==> config.mk <==
export PLATFORM = sky130hd
export DESIGN_NAME = gray_mem_arbiter
export DESIGN_NICKNAME = d
export VERILOG_FILES = /design/src/rtl/gray_mem_arbiter.sv
export SDC_FILE = /design/constraint.sdc
export NUM_CORES = 1
export LEC_CHECK = 0
export CORE_MARGIN = 2
export CORE_UTILIZATION = 46
export CTS_CLUSTER_DIAMETER = 150
export DETAILED_ROUTE_END_ITERATION = 7
export HOLD_SLACK_MARGIN = 0.1
export PLACE_DENSITY = 0.85
export SLEW_MARGIN = 20
export SYNTH_ARGS = -nofsm -noshare
export SYNTH_HDL_FRONTEND = slang
export SYNTH_SLANG_ARGS = --single-unit
export TNS_END_PERCENT = 50
==> constraint.sdc <==
create_clock -name clk -period 3.6 [get_ports clk]
set_input_delay 0.72 -clock clk [delete_from_list [all_inputs] [get_ports clk]]
set_output_delay 0.72 -clock clk [all_outputs]
set_load 0.005 [all_outputs]
==> src/rtl/gray_mem_arbiter.sv <==
// Round-robin arbiter sharing the gray image memory read port between two requesters,
// with burst ownership and a two-stage return pipeline that routes each byte back to its issuer.
module gray_mem_arbiter #(
    parameter int ADDR_W    = 14,
    parameter int DATA_W    = 8,
    parameter int MAX_BURST = 4
) (
    input  logic              clk,
    input  logic              reset_n,
    input  logic              gray_ready,
    output logic              gray_req,
    output logic [ADDR_W-1:0] gray_addr,
    input  logic [DATA_W-1:0] gray_data,
    input  logic              r0_req,
    input  logic [ADDR_W-1:0] r0_addr,
    input  logic              r1_req,
    input  logic [ADDR_W-1:0] r1_addr,
    output logic              r0_gnt,
    output logic              r1_gnt,
    output logic              r0_rvalid,
    output logic [DATA_W-1:0] r0_rdata,
    output logic              r1_rvalid,
    output logic [DATA_W-1:0] r1_rdata,
    output logic              busy
);

    if (MAX_BURST < 1 || MAX_BURST > 15) begin : g_bad_max_burst
        $error("MAX_BURST must be in 1..15");
    end

    localparam logic [1:0] ST_WAIT_RDY = 2'd0;
    localparam logic [1:0] ST_ARB      = 2'd1;
    localparam logic [1:0] ST_DRAIN    = 2'd2;
    localparam logic [3:0] MAX_CNT     = 4'(MAX_BURST);

    logic [1:0]        r_state;
    logic [1:0]        w_state_nxt;
    logic              r_owner;
    logic [3:0]        r_burst_cnt;

    logic              w_arb_en;
    logic              w_gnt_any;
    logic              w_gnt_sel;
    logic [ADDR_W-1:0] w_gnt_addr;

    logic              r_vld_p0;
    logic              r_tag_p0;
    logic [ADDR_W-1:0] r_addr_p0;

    logic              r_rvalid0_p1;
    logic              r_rvalid1_p1;
    logic [DATA_W-1:0] r_rdata0_p1;
    logic [DATA_W-1:0] r_rdata1_p1;

    // A zero burst count means the owner's burst ended (idle gap or reset),
    // so a tie then goes to the other requester: this is what makes r0 win after reset.
    function automatic logic pick_requester(input logic       req0,
                                            input logic       req1,
                                            input logic       owner,
                                            input logic [3:0] cnt);
        logic sel;
        if (req0 && req1) begin
            if (cnt != 4'd0 && cnt < MAX_CNT) sel = owner;
            else                               sel = ~owner;
        end else begin
            sel = req1;
        end
        return sel;
    endfunction

    function automatic logic [3:0] next_burst(input logic       k,
                                              input logic       owner,
                                              input logic [3:0] cnt);
        logic [3:0] nxt;
        if (k != owner)          nxt = 4'd1;
        else if (cnt >= MAX_CNT) nxt = MAX_CNT;
        else                     nxt = cnt + 4'd1;
        return nxt;
    endfunction

    assign w_arb_en   = reset_n && (r_state == ST_ARB);
    assign w_gnt_any  = w_arb_en && (r0_req || r1_req);
    assign w_gnt_sel  = pick_requester(r0_req, r1_req, r_owner, r_burst_cnt);
    assign w_gnt_addr = w_gnt_sel ? r1_addr : r0_addr;

    assign r0_gnt = w_gnt_any && !w_gnt_sel;
    assign r1_gnt = w_gnt_any &&  w_gnt_sel;

    assign busy = r_vld_p0 | r_rvalid0_p1 | r_rvalid1_p1;

    always_comb begin
        w_state_nxt = r_state;
        case (r_state)
            ST_WAIT_RDY: if (gray_ready) w_state_nxt = ST_ARB;
            ST_ARB:      if (!gray_ready) w_state_nxt = ST_DRAIN;
            ST_DRAIN: begin
                if (gray_ready) w_state_nxt = ST_ARB;
                else if (!busy) w_state_nxt = ST_WAIT_RDY;
            end
            default:     w_state_nxt = ST_WAIT_RDY;
        endcase
    end

    always_ff @(posedge clk or negedge reset_n) begin
        if (!reset_n) begin
            r_state     <= ST_WAIT_RDY;
            r_owner     <= 1'b1;
            r_burst_cnt <= 4'd0;
        end else begin
            r_state <= w_state_nxt;
            if (w_gnt_any) begin
                r_owner     <= w_gnt_sel;
                r_burst_cnt <= next_burst(w_gnt_sel, r_owner, r_burst_cnt);
            end else if (r_state == ST_ARB) begin
                r_burst_cnt <= 4'd0;
            end
        end
    end

    // Stage A: accepted grant becomes the memory-side address and strobe
    always_ff @(posedge clk or negedge reset_n) begin
        if (!reset_n) begin
            r_vld_p0  <= 1'b0;
            r_tag_p0  <= 1'b0;
            r_addr_p0 <= '0;
        end else begin
            r_vld_p0 <= w_gnt_any;
            if (w_gnt_any) begin
                r_tag_p0  <= w_gnt_sel;
                r_addr_p0 <= w_gnt_addr;
            end
        end
    end

    // Stage B: capture memory data and steer it to the tagged requester
    always_ff @(posedge clk or negedge reset_n) begin
        if (!reset_n) begin
            r_rvalid0_p1 <= 1'b0;
            r_rvalid1_p1 <= 1'b0;
            r_rdata0_p1  <= '0;
            r_rdata1_p1  <= '0;
        end else begin
            r_rvalid0_p1 <= r_vld_p0 && !r_tag_p0;
            r_rvalid1_p1 <= r_vld_p0 &&  r_tag_p0;
            if (r_vld_p0 && !r_tag_p0) r_rdata0_p1 <= gray_data;
            if (r_vld_p0 &&  r_tag_p0) r_rdata1_p1 <= gray_data;
        end
    end

    assign gray_req  = r_vld_p0;
    assign gray_addr = r_addr_p0;
    assign r0_rvalid = r_rvalid0_p1;
    assign r1_rvalid = r_rvalid1_p1;
    assign r0_rdata  = r_rdata0_p1;
    assign r1_rdata  = r_rdata1_p1;

endmodule

==> Word level (Yosys, flattened, before mapping) <==
Index checks and enable logic that the tools add are counted.
{ "op_classes": {"addsub": 1, "order_cmp": 2, "n_eq_ne": 6, "muxes": 12, "bitwise_logic": 3, "reduce_logical": 15} }
{ "op_table": {"columns": ["operator", "count"], "rows": [
  ["4-bit 2-to-1 mux", 4],
  ["14-bit 2-to-1 mux", 1],
  ["1-bit logical AND", 8],
  ["2-bit 2-to-1 mux", 4],
  ["2-bit case mux with 3 select lines", 1],
  ["4-bit by 1-bit adder with 4-bit output, second input constant", 1],
  ["4-bit by 3-bit greater-or-equal comparator with 1-bit output, second input constant", 1],
  ["4-bit by 3-bit less-than comparator with 1-bit output, second input constant", 1],
  ["2-bit != test, second input constant", 2],
  ["4-bit nonzero test", 1],
  ["3-bit != test, second input constant", 1],
  ["3-bit AND reduction", 1],
  ["2-bit by 1-bit == test with 1-bit output, second input constant", 1],
  ["2-bit == test, second input constant", 1],
  ["1-bit zero test", 2],
  ["2-bit zero test", 1],
  ["1-bit 2-to-1 mux", 2],
  ["1-bit bitwise OR", 2],
  ["2-bit nonzero test", 1],
  ["1-bit logical OR", 1],
  ["1-bit != test", 1],
  ["1-bit inverter", 1]
]} }
{ "totals": {"ff_bits": 41, "inputBits": 41, "word_cells": 49} }

==> Logic depth before layout (Yosys ltp) <==
Gate-level depths: netlist (run 1).
{ "logic_depth": {"ltp_word": 7, "mapped_depth": 6} }

==> Least setup slack after synthesis (run 1) <==
OpenSTA, ideal clock, no wires.
{ "synth_path": {"path_type": "register to output", "startpoint": "reg r_burst_cnt[0]", "endpoint": "out r0_gnt", "t_arrival_ns": 1.735, "required_ns": 2.880, "path_slack_ns": 1.145, "path_stages_with_launch": 7, "n_path_buf": 1, "path_cell_list": "dfrtp_1 -> inv_1 -> ha_1 -> or4_1 -> a311o_1 -> buf_6 -> inv_2"} }
{ "synth_via": {"elab_chain_len": 6} }
{ "synth_rtl": {"columns": ["item", "line", "rtl"], "rows": [
  ["start: declaration", "39", "logic [3:0] r_burst_cnt;"],
  ["start signal: assignment", "113", "r_burst_cnt <= next_burst(w_gnt_sel, r_owner, r_burst_cnt);"],
  ["4-bit by 3-bit less-than comparator with 1-bit output or 4-bit nonzero test (tied branches)", "63", "if (cnt != 4'd0 && cnt < MAX_CNT) sel = owner;"],
  ["1-bit logical AND (*)", "63", null],
  ["1-bit 2-to-1 mux (*)", "63", null],
  ["1-bit 2-to-1 mux (*)", "62", "if (req0 && req1) begin"],
  ["1-bit zero test (*)", "86", "assign r0_gnt = w_gnt_any && !w_gnt_sel;"],
  ["1-bit logical AND (*)", "86", null],
  ["end: declaration", "18", "output logic r0_gnt,"]
]} }
Mark *: on every way between the ends. The rest lies on a longest branch, timed or not.

==> Worst setup path after layout (run 1) <==
{ "layout_path": {"startpoint": "in r0_req", "endpoint": "out r1_gnt"} }
{ "layout_via": {"elab_chain_len": 3} }
{ "layout_rtl": {"columns": ["item", "line", "rtl"], "rows": [
  ["start: declaration", "14", "input logic r0_req,"],
  ["1-bit logical AND or 1-bit logical OR (tied branches)", "62, 82", null],
  ["1-bit 2-to-1 mux or 1-bit logical AND (tied branches)", "62, 82", null],
  ["1-bit logical AND (*)", "87", "assign r1_gnt = w_gnt_any && w_gnt_sel;"],
  ["end: declaration", "19", "output logic r1_gnt,"]
]} }
Marks and branches as above.

==> flow_summary_export.csv, run 1 <==
group,metric,value,unit
synth,yosysTopAreaCellShare,52.7,%
placement,dp_slack,439,ps
run_status,status,"completed",
grt,grt_usage,20.7,%
grt,grt.overflow.total,0,
critical_path,path_max_fanout,8,
critical_path,rr_endpoint,"gray_addr[3]",
cts,cts_made_buffers,5,
cts,clock_latency,290,ps
power,ir_worst_vdd,0.411,mV
floorplanning,dieArea,4660,um2
critical_path,crit_end,"r1_gnt",
drt,wl,4490,um
synth,synth_seq_area_share,54.1,%
power,power_density,571,nW/um2
drt,routed_via_density,5.14,
synth,ys_top_cells_by_area,"dfrtp_1, mux2_2, o221ai_2, inv_1, o21ai_0",
cts,ctsHoldBuffers,0,
finish,drive_gt1_share,17.3,%
cts,cts_buffer_depth,2,
finish,utilization,70.7,%
synth,syn_area_per_cell,11.4,um2
sta,hold_violations,0,
cts,htreeDepth,2,
floorplanning,fp.dieH,68.3,um
grt,grt_pass1_vias,1578,
drt,drtAntennaViolNets,0,
floorplanning,ios,77,
grt,grt_pass1_wl,7090,um
sta,rsz0062_at_grt,"no",
job,cap_violations,0,
critical_path,cp.arrival,2450,ps
critical_path,worst_r2r_startpoint,"r_burst_cnt[0]",
sta,fmax,316,MHz
floorplanning,start_util,47.5,%
finish,mostFrequentLayoutCell,"clkdlybuf4s50_1",
critical_path,crit_start,"r0_req",
critical_path,endpoint_kind,"output port",
synth,synth_cell_type_count,34,
critical_path,start_kind,"input pin",
critical_path,critPathKind,"in -> out",
placement,numPortBuffers,76,
sta,fin_crit_sh,88.0,%
cts,cts_tree,"yes",
sta,final.setup.tns,0,ps
finish,syn_to_final_growth,48.8,%
sta,skew,8.56,ps
power,leakagePower,1.29,nW
grt,grt_max_degree,43,
finish,mostFrequentLayoutCells,"clkdlybuf4s50_1, dfrtp_1, inv_1",
drt,wire_per_inst,15.0,um
sta,setup_ws,433,ps
cts,cts_setup_buffers,0,
grt,antenna_found_initial,0,
worst_hold_path,hp-class,"in -> async",
floorplanning,fp.dieW,68.3,um
sta,holdWs,493,ps
cts,root_buffer,"clkbuf_8",
sta,post-route-min-period,3170,ps
cts,cts_sinks,41,
sta,relSlewSlack,48.2,%
finish,antenna_cells,0,
finish,nets,291,
placement,gp_congestion,0.836,
synth,synth_area,1900,um2
drt,firstDrtPassIters,4,
synth,async_flop_share,100,%
floorplanning,row_count,23,
critical_path,rrSetupSlack,1470,ps
drt,vias,1537,
synth,synth_fp_nets,210,
synth,yosys_register_bits,41,
sta,worstMarginPinSlew,775,ps
cts,postCtsResizedCells,0,
critical_path,crit_required,2880,ps
critical_path,r2r_cells,6,
placement,dp_hpwl,3220,um
synth,synth_edf_count,0,
sta,drv_slew,0,
drt,drtIter0Drc,125,
floorplanning,coreArea,4000,um2
sta,setup_viol,0,
cts,cts.clk_slew.worst_paths,80,ps
drt,drc,0,
synth,syn-instance-count,167,
synth,yosys.area.top_type,"dfrtp_1",
synth,synth_ff_type,"dfrtp_1",
synth,ys.warnings.count,0,
state kept, by name (all words and copies together) (netlist names):
name / flops
gray_addr: 14
r0_rdata: 8
r1_rdata: 8
r_burst_cnt: 4
r_state: 2
gray_req: 1
r0_rvalid: 1
r1_rvalid: 1
r_owner: 1
r_tag_p0: 1
worst min-delay path by stage:
stage / end / depth (start not counted)
floorplan: gray_addr[0] / 0
global placement: r0_rdata[6] / 1
detailed placement: r0_rdata[2] / 1
CTS: r1_rdata[5] / 2
global route: r1_rdata[5] / 1
finish: r_state[0] / 2
through the flow:
step                      std cells  total power, mW  instance area, um2
after floorplan                 167            0.884                1900
after global placement          291             1.23                2710
after detailed placement        291             1.25                2710
after CTS                       299             1.63                2830
after global routing            299             1.71                2830
final                           299             1.61                2830
power by group:
group          leakage (nW)  total, mW  switching [mW]  internal (mW)
Clock                0.0543      0.371           0.164          0.207
Sequential            0.504      0.681          0.0788          0.602
Combinational         0.729      0.563           0.184          0.379
cell usage after synthesis (3+ instances only):
library cell and instances:
a21oi_1 3, clkbuf_1 3, dfrtp_1 40, inv_1 34, mux2_2 16, nand2_1 3
nand2b_1 3, nor2_1 3, nor2b_1 3, o21ai_0 16, o221ai_1 5, o221ai_2 9
metal layers:
metal  vias to the layer above  GRT usage, %  routed length, um
li1                        741             -                  -
met1                       741          24.5               1870
met2                        53          34.1               2260
met3                         2          7.73                328
met4                         0          7.75                 28
met5                         -             0                  0
worst max-delay path, cell delays in order:
cell and delay [ps]:
clkdlybuf4s50_1 520, nor2b_1 190, a2111o_1 440, inv_2 60
clkdlybuf4s50_1 520
final cells by class:
class | instances | area (um2)
Clock buffer | 5 | 68.8
Multi-Input combinational cell | 83 | 693
Sequential cell | 41 | 1030
Fill cell | 284 | 1170
Timing Repair Buffer | 81 | 793
Tap cell | 50 | 62.6
Inverter | 36 | 135
Clock inverter | 3 | 46.3
logic make-up (layout without fill, tap and decap cells):
logic type	count (synthesis)	count (layout)	synth area share, %
simple gates	22	22	6.65
flops	41	41	54.1
compound gates	43	43	19.0
mux	16	16	9.49
fa+ha+maj	2	2	1.32
buf+inv	43	125	9.42
Note: power is estimated with default switching activity, not from simulation.
==> run 2: changes to the inputs <==
--- a/config.mk
+++ b/config.mk
@@ -5,6 +5,7 @@
 export SDC_FILE = /design/constraint.sdc
 export NUM_CORES = 1
 export LEC_CHECK = 0
+export CAP_MARGIN = 20
 export CORE_MARGIN = 2
 export CORE_UTILIZATION = 46
 export CTS_CLUSTER_DIAMETER = 150
==> results of run 2 <==
Final layout, timing and power as in run 1 (identical DEF).
==> run 3: changes to the inputs <==
--- a/config.mk
+++ b/config.mk
@@ -6,12 +6,15 @@
 export NUM_CORES = 1
 export LEC_CHECK = 0
 export CAP_MARGIN = 20
+export CELL_PAD_IN_SITES_DETAIL_PLACEMENT = 0
+export CELL_PAD_IN_SITES_GLOBAL_PLACEMENT = 1
 export CORE_MARGIN = 2
-export CORE_UTILIZATION = 46
+export CORE_UTILIZATION = 35
 export CTS_CLUSTER_DIAMETER = 150
 export DETAILED_ROUTE_END_ITERATION = 7
 export HOLD_SLACK_MARGIN = 0.1
-export PLACE_DENSITY = 0.85
+export PLACE_DENSITY_LB_ADDON = 0.1
+export REMOVE_ABC_BUFFERS = 1
 export SLEW_MARGIN = 20
 export SYNTH_ARGS = -nofsm -noshare
 export SYNTH_HDL_FRONTEND = slang
==> flow_summary_export.csv, run 3 (synthesis gave the netlist of run 1 again) <==
group,metric,value,unit
grt,grt_usage,16.2,%
grt,grt_max_degree,43,
worst_hold_path,hp-class,"in -> async",
sta,hold_violations,0,
cts,root_buffer,"clkbuf_8",
critical_path,crit_chain,"inv_1 > ha_1 > or4_1 > a311o_1 > inv_2 > clkdlybuf4s50_1",
floorplanning,ios,77,
grt,grt_pass1_wl,7760,um
finish,mostFrequentLayoutCells,"clkdlybuf4s50_1, dfrtp_1, inv_1",
power,power_density,550,nW/um2
grt,grt.overflow.total,0,
grt,antenna_found_initial,0,
floorplanning,dieArea,6030,um2
finish,largest_reg_flops,14,
sta,holdWs,506,ps
floorplanning,start_util,36.7,%
finish,fillers,461,
critical_path,crit_required,2880,ps
sta,rsz0062_at_grt,"no",
critical_path,endpoint_kind,"output port",
finish,mostFrequentLayoutCell,"clkdlybuf4s50_1",
cts,cts_setup_buffers,0,
sta,drv_slew,0,
finish,drive_gt1_share,17.3,%
critical_path,cpPeakStageDelay,490,ps
critical_path,critical-path-top-delay-family,"buffers and inverters",
finish,nets,291,
drt,wl,4340,um
drt,vias,1496,
cts,cts_tree,"yes",
finish,antenna_cells,0,
drt,drtIter0Drc,41,
cts,htreeDepth,2,
grt,grt_pass1_vias,1601,
placement,numPortBuffers,76,
sta,relSlewSlack,64.8,%
sta,final.setup.tns,0,ps
floorplanning,fp.dieH,77.7,um
cts,clock_latency,290,ps
sta,worstMarginPinSlew,528,ps
sta,post-route-min-period,3140,ps
floorplanning,row_count,26,
finish,syn_to_final_growth,49.4,%
floorplanning,fp.dieW,77.7,um
sta,skew,8.38,ps
cts,postCtsResizedCells,0,
critical_path,critPathKind,"reg -> out",
drt,drc,0,
placement,gp_congestion,0.721,
critical_path,cp.arrival,2420,ps
drt,drtAntennaViolNets,0,
critical_path,path_max_fanout,6,
job,cap_violations,0,
cts,cts_made_buffers,5,
sta,fin_crit_sh,87.1,%
critical_path,crit_buf_inv,3,
cts,cts_sinks,41,
sta,setup_viol,0,
critical_path,cpMaxStageDelayCell,"or4_1",
floorplanning,coreArea,5170,um2
drt,routed_via_density,4.69,
drt,firstDrtPassIters,4,
critical_path,start_kind,"flop",
run_status,status,"completed",
drt,wire_per_inst,13.6,um
placement,dp_hpwl,3080,um
sta,fmax,319,MHz
cts,ctsHoldBuffers,0,
power,leakagePower,1.29,nW
cts,cts_buffer_depth,2,
power,ir_worst_vdd,0.231,mV
cts,cts.clk_slew.worst_paths,80,ps
run 3: area by class of cell:
| type | count | area, um2 | share of cell area (%) |
|---|---|---|---|
| sequential | 41 | 1030 | 36.2 |
| timing repair buffer | 81 | 793 | 28.0 |
| multi-input combinational | 83 | 693 | 24.4 |
| clock inverter | 1 | 5.00 | 0.176 |
| tap | 70 | 87.6 | 3.09 |
| inverter | 36 | 135 | 4.76 |
| clock buffer | 7 | 96.3 | 3.40 |
run 3: worst paths after layout:
kind | startpoint | to | slack [ps] | depth (start not counted)
setup / recovery | r_burst_cnt[0] | r0_gnt | 460 | 6
hold / removal | reset_n | gray_addr[0] | 510 | 2
setup reg to reg | r_burst_cnt[0] | gray_addr[3] | 1510 | 6
hold reg to reg | r1_rdata[7] | r1_rdata[7] | 510 | 1
max in group asynchronous | reset_n | r0_rvalid | 2730 | 2
min in group clk | r1_rdata[7] | r1_rdata[7] | 510 | 1
run 3: metrics by stage:
stage               cells  total power, mW  util [%]  setup WS (ps)  cell area [um2]
global placement      311             1.25      52.9            483             2740
global route          319             1.67      54.9            396             2840
CTS                   319             1.58      54.9            453             2840
detailed placement    311             1.25      52.9            488             2740
floorplan             160            0.881         -           1110             1860
finish                319             1.56      54.9            463             2840
run 3: metal layers:
metal | vias to the layer above | GRT usage [%] | part of all wire, %
met5 | - | 0 | 0
met4 | 0 | 5.89 | 1.8
met3 | 9 | 5.47 | 7.6
met2 | 45 | 24.9 | 47
met1 | 703 | 21.0 | 43
li1 | 739 | - | -
run 3: power by group:
group	switching [mW]	internal [mW]
sequential	0.0741	0.602
clock	0.156	0.173
combinational	0.176	0.379
